===== config.mk =====
export PLATFORM = sky130hd
export DESIGN_NAME = ux607_expl_axi_arb_flat
export DESIGN_NICKNAME = d
export VERILOG_FILES = /design/src/rtl/ux607_expl_axi_arb_pkg.sv /design/src/rtl/ux607_expl_axi_arb_if.sv /design/src/rtl/ux607_expl_rr_pick.sv /design/src/rtl/ux607_expl_axi_arb.sv /design/src/flat_wrapper.sv
export SDC_FILE = /design/constraint.sdc
export NUM_CORES = 1
export LEC_CHECK = 0
export ABC_AREA = 1
export CORE_AREA = 5 5 215 217
export DETAILED_ROUTE_END_ITERATION = 8
export DIE_AREA = 0 0 220 222
export MAX_ROUTING_LAYER = met4
export SYNTH_ARGS = -nofsm -noshare
export SYNTH_HDL_FRONTEND = slang
export SYNTH_SLANG_ARGS = --single-unit

===== constraint.sdc =====
create_clock -name clk -period 1.95 [get_ports clk]
set_input_delay 0.4875 -clock clk [delete_from_list [all_inputs] [get_ports clk]]
set_output_delay 0.4875 -clock clk [all_outputs]
set_load 0.03 [all_outputs]

===== src/rtl/ux607_expl_axi_arb_pkg.sv =====
// Shared types for the two-master example-slave AXI arbiter:
// FSM encoding and request source indices.
package ux607_expl_axi_arb_pkg;

    typedef enum logic [1:0] {
        IDLE = 2'd0,
        RD   = 2'd1,
        WR   = 2'd2
    } state_e;

    localparam int NSRC = 4;

    localparam logic [1:0] SRC_M0_RD = 2'd0;
    localparam logic [1:0] SRC_M0_WR = 2'd1;
    localparam logic [1:0] SRC_M1_RD = 2'd2;
    localparam logic [1:0] SRC_M1_WR = 2'd3;

endpackage


===== src/rtl/ux607_expl_axi_arb_if.sv =====
// One AXI bundle (4-bit len, 2-bit lock); master drives AR/AW/W
// and the R/B readies, slave drives the rest.
interface ux607_expl_axi_arb_if #(
    parameter int AW = 32,
    parameter int DW = 32
);
    logic          arvalid;
    logic [AW-1:0] araddr;
    logic [3:0]    arcache;
    logic [2:0]    arprot;
    logic [1:0]    arlock;
    logic [1:0]    arburst;
    logic [3:0]    arlen;
    logic [2:0]    arsize;
    logic          arready;

    logic          awvalid;
    logic [AW-1:0] awaddr;
    logic [3:0]    awcache;
    logic [2:0]    awprot;
    logic [1:0]    awlock;
    logic [1:0]    awburst;
    logic [3:0]    awlen;
    logic [2:0]    awsize;
    logic          awready;

    logic            wvalid;
    logic [DW-1:0]   wdata;
    logic [DW/8-1:0] wstrb;
    logic            wlast;
    logic            wready;

    logic          rvalid;
    logic [DW-1:0] rdata;
    logic [1:0]    rresp;
    logic          rlast;
    logic          rready;

    logic       bvalid;
    logic [1:0] bresp;
    logic       bready;

    modport master (
        output arvalid, araddr, arcache, arprot,
        output arlock, arburst, arlen, arsize,
        input  arready,
        output awvalid, awaddr, awcache, awprot,
        output awlock, awburst, awlen, awsize,
        input  awready,
        output wvalid, wdata, wstrb, wlast,
        input  wready,
        input  rvalid, rdata, rresp, rlast,
        output rready,
        input  bvalid, bresp,
        output bready
    );

    modport slave (
        input  arvalid, araddr, arcache, arprot,
        input  arlock, arburst, arlen, arsize,
        output arready,
        input  awvalid, awaddr, awcache, awprot,
        input  awlock, awburst, awlen, awsize,
        output awready,
        input  wvalid, wdata, wstrb, wlast,
        output wready,
        output rvalid, rdata, rresp, rlast,
        input  rready,
        output bvalid, bresp,
        input  bready
    );

endinterface


===== src/rtl/ux607_expl_rr_pick.sv =====
// Round-robin picker: first asserted request at or after ptr,
// wrapping modulo the source count.
module ux607_expl_rr_pick
    import ux607_expl_axi_arb_pkg::*;
(
    input  logic [NSRC-1:0] req,
    input  logic [1:0]      ptr,
    output logic [1:0]      idx,
    output logic            found
);

    logic [1:0] cand;

    always_comb begin
        idx   = ptr;
        found = 1'b0;
        cand  = ptr;
        for (int k = 0; k < NSRC; k++) begin
            cand = ptr + 2'(k);
            if (!found && req[cand]) begin
                idx   = cand;
                found = 1'b1;
            end
        end
    end

endmodule


===== src/rtl/ux607_expl_axi_arb.sv =====
// Two-master AXI arbiter for the example slave: one transaction
// at a time, round-robin over m0 rd/wr and m1 rd/wr.
module ux607_expl_axi_arb
    import ux607_expl_axi_arb_pkg::*;
#(
    parameter int AW = 32,
    parameter int DW = 32
) (
    input  logic                  clk,
    input  logic                  rst_n,
    ux607_expl_axi_arb_if.slave   m0,
    ux607_expl_axi_arb_if.slave   m1,
    ux607_expl_axi_arb_if.master  s,
    output logic                  arb_busy,
    output logic [1:0]            arb_gnt
);

    state_e     state_q, state_d;
    logic [1:0] ptr_q, gnt_q, gnt_d, pick;
    logic       found;
    logic       ar_done_q, aw_done_q, w_done_q;
    logic [NSRC-1:0] req;

    assign req = {m1.awvalid, m1.arvalid, m0.awvalid, m0.arvalid};

    ux607_expl_rr_pick u_pick (
        .req   (req),
        .ptr   (ptr_q),
        .idx   (pick),
        .found (found)
    );

    logic rd, wr, sel1, ar_fwd, aw_fwd, w_fwd;
    logic rd0, rd1, wr0, wr1;

    assign rd     = (state_q == RD);
    assign wr     = (state_q == WR);
    assign sel1   = gnt_q[1];
    assign rd0    = rd & ~sel1;
    assign rd1    = rd & sel1;
    assign wr0    = wr & ~sel1;
    assign wr1    = wr & sel1;
    // Address and data phases close once done so a master's next
    // request is not forwarded into the transaction still in flight.
    assign ar_fwd = rd & ~ar_done_q;
    assign aw_fwd = wr & ~aw_done_q;
    assign w_fwd  = wr & ~w_done_q;

    // Slave-facing requests
    assign s.arvalid = ar_fwd & (sel1 ? m1.arvalid : m0.arvalid);
    assign s.araddr  = !ar_fwd ? {AW{1'b0}} :
                       sel1 ? m1.araddr : m0.araddr;
    assign {s.arcache, s.arprot, s.arlock,
            s.arburst, s.arlen, s.arsize} =
        !ar_fwd ? '0 :
        sel1 ? {m1.arcache, m1.arprot, m1.arlock,
                m1.arburst, m1.arlen, m1.arsize}
             : {m0.arcache, m0.arprot, m0.arlock,
                m0.arburst, m0.arlen, m0.arsize};

    assign s.awvalid = aw_fwd & (sel1 ? m1.awvalid : m0.awvalid);
    assign s.awaddr  = !aw_fwd ? {AW{1'b0}} :
                       sel1 ? m1.awaddr : m0.awaddr;
    assign {s.awcache, s.awprot, s.awlock,
            s.awburst, s.awlen, s.awsize} =
        !aw_fwd ? '0 :
        sel1 ? {m1.awcache, m1.awprot, m1.awlock,
                m1.awburst, m1.awlen, m1.awsize}
             : {m0.awcache, m0.awprot, m0.awlock,
                m0.awburst, m0.awlen, m0.awsize};

    assign s.wvalid = w_fwd & (sel1 ? m1.wvalid : m0.wvalid);
    assign s.wdata  = !w_fwd ? {DW{1'b0}} :
                      sel1 ? m1.wdata : m0.wdata;
    assign {s.wstrb, s.wlast} =
        !w_fwd ? '0 :
        sel1 ? {m1.wstrb, m1.wlast} : {m0.wstrb, m0.wlast};

    assign s.rready = rd & (sel1 ? m1.rready : m0.rready);
    assign s.bready = wr & (sel1 ? m1.bready : m0.bready);

    // Master-facing responses
    assign m0.arready = ar_fwd & ~sel1 & s.arready;
    assign m1.arready = ar_fwd & sel1 & s.arready;
    assign m0.awready = aw_fwd & ~sel1 & s.awready;
    assign m1.awready = aw_fwd & sel1 & s.awready;
    assign m0.wready  = w_fwd & ~sel1 & s.wready;
    assign m1.wready  = w_fwd & sel1 & s.wready;

    assign m0.rvalid = rd0 & s.rvalid;
    assign m1.rvalid = rd1 & s.rvalid;
    assign m0.rdata  = rd0 ? s.rdata : {DW{1'b0}};
    assign m1.rdata  = rd1 ? s.rdata : {DW{1'b0}};
    assign {m0.rresp, m0.rlast} = rd0 ? {s.rresp, s.rlast} : '0;
    assign {m1.rresp, m1.rlast} = rd1 ? {s.rresp, s.rlast} : '0;

    assign m0.bvalid = wr0 & s.bvalid;
    assign m1.bvalid = wr1 & s.bvalid;
    assign m0.bresp  = wr0 ? s.bresp : 2'b00;
    assign m1.bresp  = wr1 ? s.bresp : 2'b00;

    logic ar_hs, r_end, aw_hs, w_end, b_hs;
    logic rd_exit, wr_exit, done;

    assign ar_hs = s.arvalid & s.arready;
    assign r_end = s.rvalid & s.rready & s.rlast;
    assign aw_hs = s.awvalid & s.awready;
    assign w_end = s.wvalid & s.wready & s.wlast;
    assign b_hs  = s.bvalid & s.bready;

    assign rd_exit = rd & r_end & (ar_done_q | ar_hs);
    assign wr_exit = wr & b_hs & (aw_done_q | aw_hs)
                   & (w_done_q | w_end);
    assign done    = rd_exit | wr_exit;

    always_comb begin
        state_d = state_q;
        gnt_d   = gnt_q;
        unique case (state_q)
            IDLE: if (found) begin
                gnt_d   = pick;
                state_d = pick[0] ? WR : RD;
            end
            RD:      if (rd_exit) state_d = IDLE;
            WR:      if (wr_exit) state_d = IDLE;
            default: state_d = IDLE;
        endcase
    end

    always_ff @(posedge clk) begin
        if (!rst_n) begin
            state_q   <= IDLE;
            ptr_q     <= 2'd0;
            gnt_q     <= 2'd0;
            ar_done_q <= 1'b0;
            aw_done_q <= 1'b0;
            w_done_q  <= 1'b0;
        end else begin
            state_q <= state_d;
            gnt_q   <= gnt_d;
            if (done) begin
                ptr_q     <= gnt_q + 2'd1;
                ar_done_q <= 1'b0;
                aw_done_q <= 1'b0;
                w_done_q  <= 1'b0;
            end else begin
                if (ar_hs) ar_done_q <= 1'b1;
                if (aw_hs) aw_done_q <= 1'b1;
                if (w_end) w_done_q  <= 1'b1;
            end
        end
    end

    assign arb_busy = (state_q != IDLE);
    assign arb_gnt  = gnt_q;

endmodule


===== src/flat_wrapper.sv =====
// flat-port wrapper written by rule: the top's interface ports become plain ports
module ux607_expl_axi_arb_flat import ux607_expl_axi_arb_pkg::*;
#(
    parameter int AW = 32,
    parameter int DW = 32
)
  (clk, rst_n, arb_busy, arb_gnt, m0_arvalid, m0_araddr, m0_arcache, m0_arprot, m0_arlock, m0_arburst, m0_arlen, m0_arsize, m0_arready, m0_awvalid, m0_awaddr, m0_awcache, m0_awprot, m0_awlock, m0_awburst, m0_awlen, m0_awsize, m0_awready, m0_wvalid, m0_wdata, m0_wstrb, m0_wlast, m0_wready, m0_rvalid, m0_rdata, m0_rresp, m0_rlast, m0_rready, m0_bvalid, m0_bresp, m0_bready, m1_arvalid, m1_araddr, m1_arcache, m1_arprot, m1_arlock, m1_arburst, m1_arlen, m1_arsize, m1_arready, m1_awvalid, m1_awaddr, m1_awcache, m1_awprot, m1_awlock, m1_awburst, m1_awlen, m1_awsize, m1_awready, m1_wvalid, m1_wdata, m1_wstrb, m1_wlast, m1_wready, m1_rvalid, m1_rdata, m1_rresp, m1_rlast, m1_rready, m1_bvalid, m1_bresp, m1_bready, s_arvalid, s_araddr, s_arcache, s_arprot, s_arlock, s_arburst, s_arlen, s_arsize, s_arready, s_awvalid, s_awaddr, s_awcache, s_awprot, s_awlock, s_awburst, s_awlen, s_awsize, s_awready, s_wvalid, s_wdata, s_wstrb, s_wlast, s_wready, s_rvalid, s_rdata, s_rresp, s_rlast, s_rready, s_bvalid, s_bresp, s_bready);
  ux607_expl_axi_arb_if #(.AW(AW), .DW(DW)) m0_i ();
  ux607_expl_axi_arb_if #(.AW(AW), .DW(DW)) m1_i ();
  ux607_expl_axi_arb_if #(.AW(AW), .DW(DW)) s_i ();
  input  logic clk;
  input  logic rst_n;
  output logic arb_busy;
  output logic [1:0] arb_gnt;
  input wire logic [$bits(m0_i.arvalid)-1:0] m0_arvalid;
  input wire logic [$bits(m0_i.araddr)-1:0] m0_araddr;
  input wire logic [$bits(m0_i.arcache)-1:0] m0_arcache;
  input wire logic [$bits(m0_i.arprot)-1:0] m0_arprot;
  input wire logic [$bits(m0_i.arlock)-1:0] m0_arlock;
  input wire logic [$bits(m0_i.arburst)-1:0] m0_arburst;
  input wire logic [$bits(m0_i.arlen)-1:0] m0_arlen;
  input wire logic [$bits(m0_i.arsize)-1:0] m0_arsize;
  output wire logic [$bits(m0_i.arready)-1:0] m0_arready;
  input wire logic [$bits(m0_i.awvalid)-1:0] m0_awvalid;
  input wire logic [$bits(m0_i.awaddr)-1:0] m0_awaddr;
  input wire logic [$bits(m0_i.awcache)-1:0] m0_awcache;
  input wire logic [$bits(m0_i.awprot)-1:0] m0_awprot;
  input wire logic [$bits(m0_i.awlock)-1:0] m0_awlock;
  input wire logic [$bits(m0_i.awburst)-1:0] m0_awburst;
  input wire logic [$bits(m0_i.awlen)-1:0] m0_awlen;
  input wire logic [$bits(m0_i.awsize)-1:0] m0_awsize;
  output wire logic [$bits(m0_i.awready)-1:0] m0_awready;
  input wire logic [$bits(m0_i.wvalid)-1:0] m0_wvalid;
  input wire logic [$bits(m0_i.wdata)-1:0] m0_wdata;
  input wire logic [$bits(m0_i.wstrb)-1:0] m0_wstrb;
  input wire logic [$bits(m0_i.wlast)-1:0] m0_wlast;
  output wire logic [$bits(m0_i.wready)-1:0] m0_wready;
  output wire logic [$bits(m0_i.rvalid)-1:0] m0_rvalid;
  output wire logic [$bits(m0_i.rdata)-1:0] m0_rdata;
  output wire logic [$bits(m0_i.rresp)-1:0] m0_rresp;
  output wire logic [$bits(m0_i.rlast)-1:0] m0_rlast;
  input wire logic [$bits(m0_i.rready)-1:0] m0_rready;
  output wire logic [$bits(m0_i.bvalid)-1:0] m0_bvalid;
  output wire logic [$bits(m0_i.bresp)-1:0] m0_bresp;
  input wire logic [$bits(m0_i.bready)-1:0] m0_bready;
  input wire logic [$bits(m1_i.arvalid)-1:0] m1_arvalid;
  input wire logic [$bits(m1_i.araddr)-1:0] m1_araddr;
  input wire logic [$bits(m1_i.arcache)-1:0] m1_arcache;
  input wire logic [$bits(m1_i.arprot)-1:0] m1_arprot;
  input wire logic [$bits(m1_i.arlock)-1:0] m1_arlock;
  input wire logic [$bits(m1_i.arburst)-1:0] m1_arburst;
  input wire logic [$bits(m1_i.arlen)-1:0] m1_arlen;
  input wire logic [$bits(m1_i.arsize)-1:0] m1_arsize;
  output wire logic [$bits(m1_i.arready)-1:0] m1_arready;
  input wire logic [$bits(m1_i.awvalid)-1:0] m1_awvalid;
  input wire logic [$bits(m1_i.awaddr)-1:0] m1_awaddr;
  input wire logic [$bits(m1_i.awcache)-1:0] m1_awcache;
  input wire logic [$bits(m1_i.awprot)-1:0] m1_awprot;
  input wire logic [$bits(m1_i.awlock)-1:0] m1_awlock;
  input wire logic [$bits(m1_i.awburst)-1:0] m1_awburst;
  input wire logic [$bits(m1_i.awlen)-1:0] m1_awlen;
  input wire logic [$bits(m1_i.awsize)-1:0] m1_awsize;
  output wire logic [$bits(m1_i.awready)-1:0] m1_awready;
  input wire logic [$bits(m1_i.wvalid)-1:0] m1_wvalid;
  input wire logic [$bits(m1_i.wdata)-1:0] m1_wdata;
  input wire logic [$bits(m1_i.wstrb)-1:0] m1_wstrb;
  input wire logic [$bits(m1_i.wlast)-1:0] m1_wlast;
  output wire logic [$bits(m1_i.wready)-1:0] m1_wready;
  output wire logic [$bits(m1_i.rvalid)-1:0] m1_rvalid;
  output wire logic [$bits(m1_i.rdata)-1:0] m1_rdata;
  output wire logic [$bits(m1_i.rresp)-1:0] m1_rresp;
  output wire logic [$bits(m1_i.rlast)-1:0] m1_rlast;
  input wire logic [$bits(m1_i.rready)-1:0] m1_rready;
  output wire logic [$bits(m1_i.bvalid)-1:0] m1_bvalid;
  output wire logic [$bits(m1_i.bresp)-1:0] m1_bresp;
  input wire logic [$bits(m1_i.bready)-1:0] m1_bready;
  output wire logic [$bits(s_i.arvalid)-1:0] s_arvalid;
  output wire logic [$bits(s_i.araddr)-1:0] s_araddr;
  output wire logic [$bits(s_i.arcache)-1:0] s_arcache;
  output wire logic [$bits(s_i.arprot)-1:0] s_arprot;
  output wire logic [$bits(s_i.arlock)-1:0] s_arlock;
  output wire logic [$bits(s_i.arburst)-1:0] s_arburst;
  output wire logic [$bits(s_i.arlen)-1:0] s_arlen;
  output wire logic [$bits(s_i.arsize)-1:0] s_arsize;
  input wire logic [$bits(s_i.arready)-1:0] s_arready;
  output wire logic [$bits(s_i.awvalid)-1:0] s_awvalid;
  output wire logic [$bits(s_i.awaddr)-1:0] s_awaddr;
  output wire logic [$bits(s_i.awcache)-1:0] s_awcache;
  output wire logic [$bits(s_i.awprot)-1:0] s_awprot;
  output wire logic [$bits(s_i.awlock)-1:0] s_awlock;
  output wire logic [$bits(s_i.awburst)-1:0] s_awburst;
  output wire logic [$bits(s_i.awlen)-1:0] s_awlen;
  output wire logic [$bits(s_i.awsize)-1:0] s_awsize;
  input wire logic [$bits(s_i.awready)-1:0] s_awready;
  output wire logic [$bits(s_i.wvalid)-1:0] s_wvalid;
  output wire logic [$bits(s_i.wdata)-1:0] s_wdata;
  output wire logic [$bits(s_i.wstrb)-1:0] s_wstrb;
  output wire logic [$bits(s_i.wlast)-1:0] s_wlast;
  input wire logic [$bits(s_i.wready)-1:0] s_wready;
  input wire logic [$bits(s_i.rvalid)-1:0] s_rvalid;
  input wire logic [$bits(s_i.rdata)-1:0] s_rdata;
  input wire logic [$bits(s_i.rresp)-1:0] s_rresp;
  input wire logic [$bits(s_i.rlast)-1:0] s_rlast;
  output wire logic [$bits(s_i.rready)-1:0] s_rready;
  input wire logic [$bits(s_i.bvalid)-1:0] s_bvalid;
  input wire logic [$bits(s_i.bresp)-1:0] s_bresp;
  output wire logic [$bits(s_i.bready)-1:0] s_bready;
  assign m0_i.arvalid = m0_arvalid;
  assign m0_i.araddr = m0_araddr;
  assign m0_i.arcache = m0_arcache;
  assign m0_i.arprot = m0_arprot;
  assign m0_i.arlock = m0_arlock;
  assign m0_i.arburst = m0_arburst;
  assign m0_i.arlen = m0_arlen;
  assign m0_i.arsize = m0_arsize;
  assign m0_arready = m0_i.arready;
  assign m0_i.awvalid = m0_awvalid;
  assign m0_i.awaddr = m0_awaddr;
  assign m0_i.awcache = m0_awcache;
  assign m0_i.awprot = m0_awprot;
  assign m0_i.awlock = m0_awlock;
  assign m0_i.awburst = m0_awburst;
  assign m0_i.awlen = m0_awlen;
  assign m0_i.awsize = m0_awsize;
  assign m0_awready = m0_i.awready;
  assign m0_i.wvalid = m0_wvalid;
  assign m0_i.wdata = m0_wdata;
  assign m0_i.wstrb = m0_wstrb;
  assign m0_i.wlast = m0_wlast;
  assign m0_wready = m0_i.wready;
  assign m0_rvalid = m0_i.rvalid;
  assign m0_rdata = m0_i.rdata;
  assign m0_rresp = m0_i.rresp;
  assign m0_rlast = m0_i.rlast;
  assign m0_i.rready = m0_rready;
  assign m0_bvalid = m0_i.bvalid;
  assign m0_bresp = m0_i.bresp;
  assign m0_i.bready = m0_bready;
  assign m1_i.arvalid = m1_arvalid;
  assign m1_i.araddr = m1_araddr;
  assign m1_i.arcache = m1_arcache;
  assign m1_i.arprot = m1_arprot;
  assign m1_i.arlock = m1_arlock;
  assign m1_i.arburst = m1_arburst;
  assign m1_i.arlen = m1_arlen;
  assign m1_i.arsize = m1_arsize;
  assign m1_arready = m1_i.arready;
  assign m1_i.awvalid = m1_awvalid;
  assign m1_i.awaddr = m1_awaddr;
  assign m1_i.awcache = m1_awcache;
  assign m1_i.awprot = m1_awprot;
  assign m1_i.awlock = m1_awlock;
  assign m1_i.awburst = m1_awburst;
  assign m1_i.awlen = m1_awlen;
  assign m1_i.awsize = m1_awsize;
  assign m1_awready = m1_i.awready;
  assign m1_i.wvalid = m1_wvalid;
  assign m1_i.wdata = m1_wdata;
  assign m1_i.wstrb = m1_wstrb;
  assign m1_i.wlast = m1_wlast;
  assign m1_wready = m1_i.wready;
  assign m1_rvalid = m1_i.rvalid;
  assign m1_rdata = m1_i.rdata;
  assign m1_rresp = m1_i.rresp;
  assign m1_rlast = m1_i.rlast;
  assign m1_i.rready = m1_rready;
  assign m1_bvalid = m1_i.bvalid;
  assign m1_bresp = m1_i.bresp;
  assign m1_i.bready = m1_bready;
  assign s_arvalid = s_i.arvalid;
  assign s_araddr = s_i.araddr;
  assign s_arcache = s_i.arcache;
  assign s_arprot = s_i.arprot;
  assign s_arlock = s_i.arlock;
  assign s_arburst = s_i.arburst;
  assign s_arlen = s_i.arlen;
  assign s_arsize = s_i.arsize;
  assign s_i.arready = s_arready;
  assign s_awvalid = s_i.awvalid;
  assign s_awaddr = s_i.awaddr;
  assign s_awcache = s_i.awcache;
  assign s_awprot = s_i.awprot;
  assign s_awlock = s_i.awlock;
  assign s_awburst = s_i.awburst;
  assign s_awlen = s_i.awlen;
  assign s_awsize = s_i.awsize;
  assign s_i.awready = s_awready;
  assign s_wvalid = s_i.wvalid;
  assign s_wdata = s_i.wdata;
  assign s_wstrb = s_i.wstrb;
  assign s_wlast = s_i.wlast;
  assign s_i.wready = s_wready;
  assign s_i.rvalid = s_rvalid;
  assign s_i.rdata = s_rdata;
  assign s_i.rresp = s_rresp;
  assign s_i.rlast = s_rlast;
  assign s_rready = s_i.rready;
  assign s_i.bvalid = s_bvalid;
  assign s_i.bresp = s_bresp;
  assign s_bready = s_i.bready;
  ux607_expl_axi_arb #(.AW(AW), .DW(DW)) u_core (.clk(clk), .rst_n(rst_n), .m0(m0_i), .m1(m1_i), .s(s_i), .arb_busy(arb_busy), .arb_gnt(arb_gnt));
endmodule

==> metrics.txt, run 1 <==
result of the run=complete, but fails checks; violations in the final reports=setup timing; TritonCTS clock tree=yes; synthesized instance count=around 760; clk slew on worst S/H paths=roughly 0.040 ns; Final Max Tran Viols=0; critical path's largest stage delay=0.31 ns; global-route congestion overflow total=0; number of buffers added to fix hold violations after cts=0; P&R area growth vs syn=308%; post-synth top area cell=sky130_fd_sc_hd__nand2_1; Top cell by count, worst path=sky130_fd_sc_hd__buf_12; total I/O pin count=around 560; Iteration-0 DRC Markers=287; warnings from Yosys=0; per-cell routed wire length=about 20 um; number of placed instances, taps included=about 1900; cell with the most instances after synthesis=sky130_fd_sc_hd__nand2_1; Post-Route WL=roughly 40000 um; endpoint type of the worst setup path=output pin; first drt pass iteration count=5; Clock Skew=just under 0.002 ns; endpoint of the most critical setup path=s_awlen[1]; max frequency=~470 MHz; nature of the critical path startpoint=register; setup repair after global routing missed its margin=yes; post-route non-filler standard cell count=1977; placed wire-length estimate after detailed placement=~28000 um; worst flop-to-flop path endpoint=u_core.state_q[0]; predominant post-synthesis flop cell=sky130_fd_sc_hd__dfxtp_1; DIE WIDTH=220 um; final worst-path cycle share=109%; number of levels in the clock H-tree=1; worst setup path category=register to output pin; proportion of netlist area held by the largest area contributor=27.9%; switching power=about 3.7 mW; Final #Nets=around 1700; DIE AREA=0.0488 mm^2; Async S/R FF share, synth=0%; summed area of non-filler cells in the final layout=~0.014 mm^2; antenna violations before repair=8; fraction of power consumed by sequential logic=under 10%; last weighted congestion value of the routability-driven placer=0.874; number of maximum-capacitance constraint violations=0; Mapped Avg Cell Area=~4.5 um^2; CTS buffer count=3; die height=about 220 um; standard-cell row count=between 70 and 80; most frequent cells after synthesis=256 x sky130_fd_sc_hd__nand2_1, 188 x sky130_fd_sc_hd__nand3_1, 96 x sky130_fd_sc_hd__nor2_1; final critical path time including I/O delays and setup=between 2 and 2.5 ns; required time at the endpoint of the critical path=between 1 and 1.5 ns; register-to-register path setup slack=0.09 ns; Power Density=approximately 520 mW/mm^2; number of synthesized flops with an enable pin=0; remaining antenna violation count=0; share of total power in combinational logic=approximately nine tenths; count of cells along the worst register-to-register path=12; net count after synthesis=1087; path category of the worst min-delay check=register to register; cell at the root of the clock tree=sky130_fd_sc_hd__clkbuf_16; number of global-route vias before repair=approximately 8000; final setup slack of the worst path=-0.171 ns; relative slew slack=69.1%; Setup Viol. Count Final=approximately 200; layout cell share with drive strength beyond 1=between 40% and 50%; first-pass GRT wire length=roughly 51000 um; critical path cell sequence=inv_2 > nand2_4 > nor2_4 > buf_6 > buf_12 > clkbuf_16 > nand3_2 > nand2_2 > buf_12; Worst Path Arrival=1.63 ns; Core Area=approximately 0.044 mm^2; internal power contribution=between 3 and 4 mW; area after detailed placement=approximately 0.011 mm^2; number of buffers between clock root and the deepest sink=2; clock network latency to the later pin of the worst-skew pair=0.24 ns; start point of the worst hold path=u_core.arb_gnt[0]; pin slew with the least headroom to its limit=0.463 ns; vias=7971; leading post-synthesis cells by cell area=sky130_fd_sc_hd__nand2_1 28%, sky130_fd_sc_hd__nand3_1 27%, sky130_fd_sc_hd__nor2_1 10%; Critical Path Start=u_core.state_q[0]; reg-to-reg critical path startpoint=u_core.arb_gnt[1]; critical-path maximum fanout=8; largest vdd supply drop=roughly 0.32 mV; number of distinct library cells after synthesis=27; GRT Total Usage=between 10% and 20%; switching part of the total power=between 50% and 60%; Clk pwr share=5.1%; flop and latch count out of synthesis=9; share of the yosys chip area belonging to registers=5.24%; static leakage power=5.84 nW; initial core utilization=under 10%; remaining routing DRC violations=0; slowest stage cell, crit path=sky130_fd_sc_hd__dfxtp_2; count of clock tree sinks=9; buffers added on ports=between 500 and 600; average via count per standard cell=about 4; post-synthesis cell area=roughly 0.0034 mm^2; final-report hold violation count=0; maximum number of pins on one net before global-route repair=55
==> stage by stage <==
step | utilization (%) | power, mW | worst slack (ns) | hold slack, ns | TNS (ns)
5_1_grt | 32.0 | 7.56 | -0.225 | 0.599 | -29.33
2_1_floorplan | - | 2.45 | -0.124 | 0.468 | -1.75
3_5_place_dp | 24.8 | 5.02 | -0.147 | 0.534 | -2.07
4_1_cts | 28.4 | 6.51 | -0.141 | 0.562 | -15.70
6_report | 32.0 | 7.25 | -0.171 | 0.560 | -15.78
3_3_place_gp | 24.8 | 5.00 | -0.167 | 0.527 | -2.56
==> what timing repair did <==
action                                  in CTS  in global routing
endpoints found under the setup margin     212                224
pin swaps                                   23                 72
gates resized for setup                    243                270
cloned                                      15                 13
buffers inserted                            23                  6
==> area by class of cell <==
type,count,area [um^2]
clock buffers,4,78.8
fillers,4487,29900
multi-input cells,624,4690
diodes,3,7.51
flip-flops and latches,9,186
well taps,592,741
inverters,63,259
repair buffers,682,8080
==> cell usage in the layout, fill, tap and decap left out, drive strengths merged, types with 3 or more instances in the layout <==
| cell | synthesis | layout |
|---|---|---|
| nand2 | 260 | 261 |
| buf | 32 | 339 |
| dfxtp | 9 | 9 |
| nor2 | 96 | 96 |
| nor3 | 6 | 6 |
| clkdlybuf4s50 | 0 | 321 |
| dlygate4sd2 | 0 | 6 |
| nand3 | 190 | 190 |
| clkbuf | 32 | 16 |
| inv | 62 | 62 |
| a21oi | 58 | 58 |
| diode | 0 | 3 |
| nand4 | 4 | 4 |
==> logic make-up after synthesis <==
kind of cell | after synthesis | synth area share, %
compound gates | 63 | 10.0
xor+xnor | 1 | 0.255
buf+inv | 127 | 14.8
flops | 9 | 5.24
simple gates | 559 | 69.6
==> power by group through the flow <==
stage                     Clock, mW  Sequential (mW)  Combinational, mW
after floorplan                   0            0.234               2.21
after global placement            0            0.235               4.76
after detailed placement          0            0.233               4.78
after CTS                     0.371            0.229               5.91
after global routing          0.386            0.233               6.94
final                         0.367            0.230               6.65
==> routing by layer <==
| metal | track usage (%) | vias to the layer above | routed length [um] |
|---|---|---|---|
| met1 | 15.4 | 3709 | 14900 |
| met5 | - | - | 0 |
| li1 | - | 3702 | - |
| met4 | 4.45 | 0 | 1510 |
| met2 | 25.4 | 473 | 20500 |
| met3 | 3.05 | 87 | 3280 |
==> flip-flops by register name, summed over array words and instances, names as in the netlist <==
name and flops:
u_core.ar_done_q 1, u_core.arb_gnt 2, u_core.aw_done_q 1, u_core.ptr_q 2, u_core.state_q 2, u_core.w_done_q 1
==> worst max-delay path: cells and delay by family (launching register included) <==
kind | cells | cell delay [ns]
DFF | 1 | 0.31
buffers and inverters | 5 | 0.65
and+or+nand+nor | 4 | 0.40
==> worst min-delay path by stage <==
| stage | slack, ns | endpoint | cells past startpoint |
|---|---|---|---|
| floorplan | 0.47 | u_core.ar_done_q | 2 |
| global placement | 0.53 | u_core.ar_done_q | 2 |
| detailed placement | 0.53 | u_core.ar_done_q | 2 |
| CTS | 0.56 | u_core.arb_gnt[0] | 2 |
| global route | 0.60 | u_core.arb_gnt[0] | 2 |
| finish | 0.56 | u_core.arb_gnt[0] | 2 |
(Power assumes the default switching activity.)
==> run 2: changes to the inputs <==
--- a/config.mk
+++ b/config.mk
@@ -6,10 +6,12 @@
 export NUM_CORES = 1
 export LEC_CHECK = 0
 export ABC_AREA = 1
-export CORE_AREA = 5 5 215 217
+export CORE_AREA = 5 5 216 218
 export DETAILED_ROUTE_END_ITERATION = 8
-export DIE_AREA = 0 0 220 222
+export DIE_AREA = 0 0 221 223
+export DONT_BUFFER_PORTS = 1
 export MAX_ROUTING_LAYER = met4
+export PLACE_DENSITY_LB_ADDON = 0.15
 export SYNTH_ARGS = -nofsm -noshare
 export SYNTH_HDL_FRONTEND = slang
 export SYNTH_SLANG_ARGS = --single-unit
==> metrics.txt, run 2 (same netlist as run 1, synthesis figures left out) <==
result of the run=complete, but fails checks; violations in the final reports=setup timing; nature of the critical path startpoint=register; highest-utilization routing layer at the global route stage=met2; buffers plus inverters on the worst setup path=6; remaining routing DRC violations=0; maximum number of pins on one net before global-route repair=42; grt met2 use=between 20% and 30%; placed wire-length estimate after detailed placement=roughly 23000 um; Core Area=between 0.04 and 0.05 mm^2; highest-count cells in the layout ignoring fill and taps=124 x sky130_fd_sc_hd__nand2_1, 102 x sky130_fd_sc_hd__buf_4, 81 x sky130_fd_sc_hd__nand2_4; critical path cell sequence=inv_2 > nand2_4 > buf_6 > nor2_4 > buf_12 > buf_12 > buf_16 > nand3_2 > nand2_2 > buf_12; Clk pwr share=roughly 5.4%; final-report hold violation count=0; most common cell after layout, fill and taps aside=sky130_fd_sc_hd__nand2_1; layout cell share with drive strength beyond 1=68.4%; first-pass GRT wire length=between 40000 and 50000 um; critical path's largest stage delay=roughly 0.32 ns; final critical path time including I/O delays and setup=2.08 ns; Post-Route WL=37900 um; DIE AREA=around 0.049 mm^2; global routing usage on met1=approximately 14%; clk slew on worst S/H paths=0.04 ns; number of cells on the worst hold path=2; standard-cell row count=78; pin slew with the least headroom to its limit=~0.53 ns; switching power=~3.7 mW; slowest stage cell, crit path=sky130_fd_sc_hd__dfxtp_2; fillers=approximately 4800; Final #Nets=about 1300; family with the most delay on the worst path=buffers and inverters; initial core utilization=~7.7%; worst setup path category=register to output pin; number of buffers between clock root and the deepest sink=2; critical-path maximum fanout=7; GRT Total Usage=13.3%; area after detailed placement=0.00615 mm^2; clock network latency to the later pin of the worst-skew pair=roughly 0.23 ns; antenna violations before repair=7; number of levels in the clock H-tree=1; largest vdd supply drop=~0.35 mV; last weighted congestion value of the routability-driven placer=just under 0.9; max frequency=roughly 480 MHz; summed area of non-filler cells in the final layout=approximately 0.011 mm^2; fraction of power consumed by sequential logic=3.6%; per-cell routed wire length=23.8 um; die height=around 220 um; internal power contribution=~3.0 mW; total negative slack for setup checks=-5.00 ns; count of cells along the worst register-to-register path=12; Worst Path Arrival=1.59 ns; endpoint type of the worst setup path=output pin; count of clock tree sinks=9; switching part of the total power=roughly 55%; CTS buffer count=3; relative slew slack=around two thirds; static leakage power=about 4.3 nW; global-route congestion overflow total=0; cell at the root of the clock tree=sky130_fd_sc_hd__clkbuf_16; final worst-path cycle share=106%; Power Density=approximately 630 mW/mm^2; required time at the endpoint of the critical path=about 1.5 ns; total I/O pin count=between 500 and 600; worst setup slack before clock tree synthesis=-0.0466 ns; P&R area growth vs syn=211%; number of maximum-capacitance constraint violations=0; first drt pass iteration count=4; Setup Viol. Count Final=92; Final Power=~6.7 mW; DIE WIDTH=roughly 220 um; utilization after layout=about a quarter; Final Max Tran Viols=0; met3 GRT Util=just over 4%; average via count per standard cell=4.13; remaining antenna violation count=0; vias=roughly 6600; number of buffers added to fix hold violations after cts=0; Clock Skew=a little over 0.0004 ns; path category of the worst min-delay check=primary input to register; Top cell by count, worst path=sky130_fd_sc_hd__buf_12; TritonCTS clock tree=yes; share of total power in combinational logic=91.0%; Iteration-0 DRC Markers=between 200 and 250; number of global-route vias before repair=approximately 7000; setup repair after global routing missed its margin=yes; total stage count of the critical path=10; final setup slack of the worst path=-0.126 ns; buffers added on ports=0
==> run 2: cell count changes in the layout (fill, tap and decap cells not counted), moves of 6 or more <==
cell / previous run / this run
sky130_fd_sc_hd__buf_6: 100 / 68
sky130_fd_sc_hd__nor2_1: 48 / 41
sky130_fd_sc_hd__nand2_4: 19 / 81
sky130_fd_sc_hd__nand3_2: 82 / 49
sky130_fd_sc_hd__clkdlybuf4s50_1: 321 / 0
sky130_fd_sc_hd__dlygate4sd2_1: 6 / 0
sky130_fd_sc_hd__nand2_2: 60 / 52
sky130_fd_sc_hd__nand3_4: 37 / 75
sky130_fd_sc_hd__buf_16: 17 / 27
sky130_fd_sc_hd__nor2_4: 43 / 12
sky130_fd_sc_hd__buf_12: 86 / 63
sky130_fd_sc_hd__buf_4: 125 / 102
sky130_fd_sc_hd__nand2_1: 179 / 124
sky130_fd_sc_hd__nor2_2: 5 / 43
==> run 2: path summary, 6_finish.rpt <==
check	end	startpoint	slack, ns
hold / removal	u_core.ptr_q[1]	rst_n	0.38
hold reg to reg	u_core.arb_gnt[1]	u_core.state_q[0]	0.68
setup reg to reg	u_core.ptr_q[1]	u_core.state_q[0]	0.15
setup / recovery	s_wdata[31]	u_core.state_q[0]	-0.13
==> run 2: routing by layer <==
metal / routed length (um) / vias to the layer above
li1: - / 2937
met1: 13900 / 3104
met2: 19500 / 467
met3: 3290 / 64
met5: 0 / -
met4: 1310 / 0
==> run 2: layout make-up <==
class | count | area (um^2) | area share [%]
Inverter | 63 | 277 | 2.58
Timing Repair inverter | 2 | 32.5 | 0.304
Antenna cell | 8 | 20.0 | 0.187
Timing Repair Buffer | 282 | 3990 | 37.3
Tap cell | 600 | 751 | 7.01
Multi-Input combinational cell | 624 | 5370 | 50.1
Clock buffer | 4 | 78.8 | 0.736
Sequential cell | 9 | 186 | 1.74
==> run 2: power by group through the flow <==
| stage | clock network (mW) | registers [mW] | logic [mW] |
|---|---|---|---|
| floorplan | 0 | 0.234 | 2.21 |
| global placement | 0 | 0.248 | 3.48 |
| detailed placement | 0 | 0.247 | 3.45 |
| CTS | 0.371 | 0.243 | 5.37 |
| global route | 0.378 | 0.248 | 6.43 |
| finish | 0.362 | 0.245 | 6.12 |
==> run 2: repair_timing <==
action,4_1_cts,5_1_grt
endpoints found under the hold margin,0,0
resized for setup,379,279
endpoints found under the setup margin,183,226
pin swaps,87,92
cloned,33,13
setup buffers,40,24
==> run 2: per-stage QoR <==
stage	std cells	hold slack [ns]
final	1592	0.376
after CTS	1559	0.371
after floorplan	759	0.468
after detailed placement	1483	0.533
after global routing	1592	0.373
after global placement	1483	0.512
==> run 2: worst reg2reg max path: stages, from the launching register on <==
cell	delay [ns]
sky130_fd_sc_hd__dfxtp_2	0.32
sky130_fd_sc_hd__inv_2	0.06
sky130_fd_sc_hd__nand2_4	0.06
sky130_fd_sc_hd__nor2_4	0.10
sky130_fd_sc_hd__buf_12	0.16
sky130_fd_sc_hd__buf_12	0.13
sky130_fd_sc_hd__buf_16	0.16
sky130_fd_sc_hd__nand2_8	0.07
sky130_fd_sc_hd__buf_4	0.15
sky130_fd_sc_hd__o21bai_4	0.14
sky130_fd_sc_hd__nand3b_4	0.14
sky130_fd_sc_hd__a21oi_1	0.17
sky130_fd_sc_hd__nor2_1	0.06
